**src/rtl/tage_ghist_buffer_pkg.sv**
```systemverilog
// History geometry and checkpoint type shared by the TAGE frontend blocks.
// The path-history feature of the buffer is selected with TAGE_PATH_HIST_EN.
package tage_ghist_buffer_pkg;

    localparam int HIST_BUFFER_BITS = 256;
    localparam int MAX_HIST_LEN     = 64;
    localparam int PATH_HIST_BITS   = 16;
    localparam int PTR_W            = $clog2(HIST_BUFFER_BITS);

    typedef logic [PTR_W-1:0] ptr_t;

    typedef struct packed {
        ptr_t                      ptr;
        logic [PATH_HIST_BITS-1:0] path;
    } tage_ghist_ckpt_t;

    // Occupancy at which a further push could overwrite history a live checkpoint still needs.
    localparam ptr_t FULL_OCC = ptr_t'(HIST_BUFFER_BITS - MAX_HIST_LEN);

    function automatic logic [PATH_HIST_BITS-1:0] path_shift(
        input logic [PATH_HIST_BITS-1:0] path,
        input logic                      pc_bit
    );
        return {path[PATH_HIST_BITS-2:0], pc_bit};
    endfunction

endpackage

```
**src/rtl/tage_ghist_buffer.sv**
```systemverilog
// Speculative global/path history buffer with checkpoint rewind for TAGE.
// Define TAGE_PATH_HIST_EN to build the path history register; otherwise path outputs are 0.
module tage_ghist_buffer
    import tage_ghist_buffer_pkg::*;
(
    input  logic                      clk_i,
    input  logic                      rst_i,
    input  logic                      spec_valid_i,
    input  logic                      spec_taken_i,
    input  logic                      spec_pc_bit_i,
    output tage_ghist_ckpt_t          ckpt_o,
    input  logic                      restore_valid_i,
    input  tage_ghist_ckpt_t          restore_ckpt_i,
    input  logic                      restore_taken_i,
    input  logic                      restore_pc_bit_i,
    input  logic                      retire_i,
    output logic [MAX_HIST_LEN-1:0]   ghist_o,
    output logic [PATH_HIST_BITS-1:0] path_hist_o,
    output logic                      full_o
);

    logic [HIST_BUFFER_BITS-1:0] hist_buf;
    ptr_t                        ptr;
    ptr_t                        tail;
    ptr_t                        occupancy;
    logic [PATH_HIST_BITS-1:0]   path;

    logic wr_en;
    ptr_t wr_idx;
    logic wr_bit;

    // A restore rewrites the mispredicted slot and drops any same-cycle speculative push.
    always_comb begin
        wr_en  = spec_valid_i || restore_valid_i;
        wr_idx = restore_valid_i ? restore_ckpt_i.ptr : ptr;
        wr_bit = restore_valid_i ? restore_taken_i : spec_taken_i;
    end

    // NOTE: the history array is reset because ghist_o exposes every slot; a stale bit after reset would be a visible output.
    always_ff @(posedge clk_i or posedge rst_i) begin
        if (rst_i) begin
            hist_buf <= '0;
            ptr      <= '0;
            tail     <= '0;
        end else begin
            if (wr_en) begin
                hist_buf[wr_idx] <= wr_bit;
                ptr              <= wr_idx + ptr_t'(1);
            end
            if (retire_i) begin
                tail <= tail + ptr_t'(1);
            end
        end
    end

`ifdef TAGE_PATH_HIST_EN
    always_ff @(posedge clk_i or posedge rst_i) begin
        if (rst_i) begin
            path <= '0;
        end else if (restore_valid_i) begin
            path <= path_shift(restore_ckpt_i.path, restore_pc_bit_i);
        end else if (spec_valid_i) begin
            path <= path_shift(path, spec_pc_bit_i);
        end
    end
`else
    logic unused_path_inputs;
    assign unused_path_inputs = ^{spec_pc_bit_i, restore_pc_bit_i, restore_ckpt_i.path};
    assign path = '0;
`endif

    // Index arithmetic stays in pointer width so reads wrap across slot 0 naturally.
    always_comb begin
        ghist_o = '0;
        for (int i = 0; i < MAX_HIST_LEN; i++) begin
            ghist_o[i] = hist_buf[ptr - ptr_t'(i + 1)];
        end
    end

    assign occupancy   = ptr - tail;
    assign full_o      = (occupancy == FULL_OCC);
    assign path_hist_o = path;

    always_comb begin
        ckpt_o      = '0;
        ckpt_o.ptr  = ptr;
        ckpt_o.path = path;
    end

`ifndef SYNTHESIS
    push_while_full: assert property (@(posedge clk_i) disable iff (rst_i)
        !(spec_valid_i && !restore_valid_i && full_o));
    retire_when_empty: assert property (@(posedge clk_i) disable iff (rst_i)
        !(retire_i && occupancy == '0));
    restore_in_range: assert property (@(posedge clk_i) disable iff (rst_i)
        restore_valid_i |-> ((restore_ckpt_i.ptr - tail) < occupancy));
`endif

endmodule

```
**config.mk**
```make
export PLATFORM = sky130hd
export DESIGN_NAME = tage_ghist_buffer
export DESIGN_NICKNAME = d
export VERILOG_FILES = /design/src/rtl/tage_ghist_buffer_pkg.sv /design/src/rtl/tage_ghist_buffer.sv
export SDC_FILE = /design/constraint.sdc
export NUM_CORES = 2
export LEC_CHECK = 0
export BUFFER_PORTS_ARGS = -buffer_cell sky130_fd_sc_hd__buf_2
export CAP_MARGIN = 20
export CORE_UTILIZATION = 50
export DETAILED_ROUTE_END_ITERATION = 10
export PLACE_DENSITY_LB_ADDON = 0.15
export SLEW_MARGIN = 10
export SYNTH_ARGS = -nofsm -noshare
export SYNTH_HDL_FRONTEND = slang
export SYNTH_SLANG_ARGS = --single-unit
export TNS_END_PERCENT = 20
```
**constraint.sdc**
```tcl
create_clock -name clk_i -period 11.2 [get_ports clk_i]
set_input_delay 1.12 -clock clk_i [delete_from_list [all_inputs] [get_ports clk_i]]
set_output_delay 1.12 -clock clk_i [all_outputs]
set_load 0.01 [all_outputs]
```
==> impl_metrics.yaml <==
synthesis:
  synthDistinctLibCells: 85
  avgSynthCellArea_sq_um: 9.739
  synth_cells: 4288
  synth-seq-area-share_pct: 16.30
  synth_edf_count: 0
  ys_async_sr_fraction_pct: 100.0
  synthFlopType: "dfrtp_1"
  ys_top_cells_by_count: "526 x mux4_2, 444 x mux2i_1, 382 x a21oi_1"
  ys_ff_latch: 272
  synth_most_common_cell: "mux4_2"
  yosysTopAreaCell: "mux4_2"
  synth_area_sq_mm: 0.04176
  synth.top_cell.area_share_pct: 28.37
  synth_area_leaders: "mux4_2 28%, dfrtp_1 16%, mux2i_1 11%"
  ys_warn_count: 0
clock_network:
  cts.sinks: 272
  clock_path_buffers: 3
  cts_tree: "built"
  cts_root_buf: "clkbuf_16"
  cts_hold_buf: 0
  cts_htree_levels: 2
  ctsResizeCount: 0
  cts.clk_slew.worst_paths_ps: 60
  numCtsBuffers: 34
  post_cts_buffers: 0
  clk-insertion-delay-late_ps: 570
min_path:
  min_path_type: "flop to flop"
setup_path:
  cp_num_buf_inv: 5
  cp_max_fo: 35
  slowest_delay_ps: 730
  crit_type: "flop to output port"
  cpMaxStageDelayCell: "dfrtp_4"
  cp_common_cell: "buf_4"
  cp-end-kind: "output port"
  required_ps: 10080
  cp_top_family: "buffers and inverters"
  crit_chain: "inv_2 > buf_4 > ha_1 > inv_1 > o21ai_0 > xnor2_2 > buf_4 > mux4_2 > mux2i_1 > nand2_1 > a21o_1 > and4_1 > buf_2"
  critPathArrivalTime_ps: 6510
  critPathLaunchType: "flop"
place:
  io_buffers: 87
  hpwl_um: 139800
  place_inst: 5173
  gp_congestion: 1.034
sta:
  tightest_slew_ps: 1238
  finalSetupViolations: 0
  fmax_mhz: 131.1
  setup-tns-final_ps: 0
  fin_worst_skew_ps: 19.37
  finalHoldViolations: 0
  drv_slew: 0
  whs_ps: 482.6
  rsz0062_at_grt: "no"
  final.min_clock_period_ps: 7627
  min_period_over_period_pct: 68.10
  relSlewSlack_pct: 15.36
power:
  p_leak_nw: 16.94
  seqPwrFrac_pct: 14.3
  power_density_mw_per_mm2: 260.0
  combPwrFrac_pct: 75.4
  clkPwrFrac_pct: 10.4
  p_switching_mw: 6.111
  peakVddDrop_uv: 135.8
  sw_frac_of_total_pct: 53.25
  p_int_mw: 5.366
routing:
  drt-wirelength-per-cell_um: 36.37
  vias_per_cell: 7.718
  antenna_left: 0
  vias: 40481
  wl_um: 190800
  first_iter_violations: 6818
  drc: 0
  drt_first_pass_iters: 9
run_status:
  status: "complete, no violations"
global_route:
  grt_overflow: 0
  grt_start_max_net_pins: 142
  antenna_found_initial: 7
  grt_util_all_layers_pct: 44.26
  grt_pass1_wl_um: 271100
  grt_pass1_vias: 36129
die:
  num_rows: 105
  die_y_um: 291
  io_pins: 138
  die-width_um: 291
  design.die.area_sq_mm: 0.08468
  start_util_pct: 50.70
  core_area_sq_mm: 0.08237
final_layout:
  nets: 4217
  syn_to_final_growth_pct: 5.696
  utilization_pct: 53.58
  stdcell_count: 5245
  drive_gt1_share_pct: 25.58
  fill_cells: 7560
run:
  cap_violations: 0
==> final timing paths <==
check | start | endpoint | slack (ps) | cells past startpoint
worst max-delay path | ptr[3]$_DFFE_PP0P_ | ghist_o[20] | 3570 | 13
max in group asynchronous | rst_i | ptr[0]$_DFFE_PP0P_ | 8830 | 3
min in group asynchronous | rst_i | hist_buf[30]$_DFFE_PP0P_ | 740 | 2
worst min-delay path | tail[4]$_DFFE_PP0P_ | tail[4]$_DFFE_PP0P_ | 480 | 1
worst min register to register | tail[4]$_DFFE_PP0P_ | tail[4]$_DFFE_PP0P_ | 480 | 1
worst max register to register | ptr[0]$_DFFE_PP0P_ | hist_buf[23]$_DFFE_PP0P_ | 7070 | 8
==> cell families (layout without fill, tap and decap cells) <==
logic type / Yosys count / after routing / synth area share [%]
xor gates and xnor gates: 243 / 243 / 5.339
AOI/OAI and AO/OA: 1140 / 1140 / 17.12
other: 1 / 35 / 0.008980
and+or+nand+nor: 934 / 934 / 9.809
buffers and inverters: 498 / 351 / 5.884
DFF: 272 / 272 / 16.30
adders and majority gates: 35 / 35 / 1.049
muxes: 1165 / 1165 / 44.49
==> cell usage in the layout, fill, tap and decap left out, types with 25 or more instances in the layout <==
cell,netlist,final
mux4_2,526,526
mux2i_1,444,442
a21oi_1,382,382
nand2_1,372,372
dfrtp_1,272,264
nor2_1,271,255
a31oi_1,226,226
mux2_2,178,178
xnor2_1,190,176
o21ai_0,150,150
buf_4,71,134
buf_2,89,88
nand3_1,85,85
nor3_1,65,65
o31ai_1,56,56
inv_1,52,49
a22oi_1,47,47
xor2_1,44,42
clkbuf_16,0,34
o211ai_1,32,32
conb_1,1,32
ha_1,35,31
o22ai_1,30,30
a211oi_1,29,29
a221oi_1,26,26
o221ai_1,25,25
==> registers in the layout (all words and copies together), names as in the netlist <==
| name | count |
|---|---|
| hist_buf | 256 |
| ptr | 8 |
| tail | 8 |
==> metal layers <==
| metal | part of all wire (%) | track usage (%) |
|---|---|---|
| met5 | 0.021 | 0 |
| met4 | 7.9 | 28.89 |
| met3 | 15 | 15.95 |
| met2 | 40 | 59.91 |
| met1 | 37 | 59.23 |
==> metrics by stage <==
stage / cell area (sq um) / total power, mW / setup WS (ps)
2_1_floorplan: 41880 / 7.302 / 2585
3_3_place_gp: 42860 / 9.820 / 4421
3_5_place_dp: 42870 / 9.903 / 4340
4_1_cts: 44040 / 11.11 / 3728
5_1_grt: 44130 / 11.85 / 3442
6_report: 44140 / 11.48 / 3573
==> layout make-up <==
type	instances	area [sq um]	share of cell area (%)
multi-input combinational	3549	32940	74.63
sequential	272	6832	15.48
timing repair buffer	235	1625	3.682
tap	1070	1339	3.033
clock buffer	47	959.7	2.174
inverter	57	222.7	0.5046
clock inverter	12	211.5	0.4791
antenna	3	7.507	0.01701
==> power groups by stage <==
stage,combinational [mW],sequential [mW],clock [mW]
after detailed placement,8.28,1.62,0
after global routing,8.95,1.66,1.23
after global placement,8.21,1.61,0
after floorplan,5.86,1.44,0
final,8.65,1.64,1.19
after CTS,8.31,1.61,1.19
(Power assumes the default switching activity.)
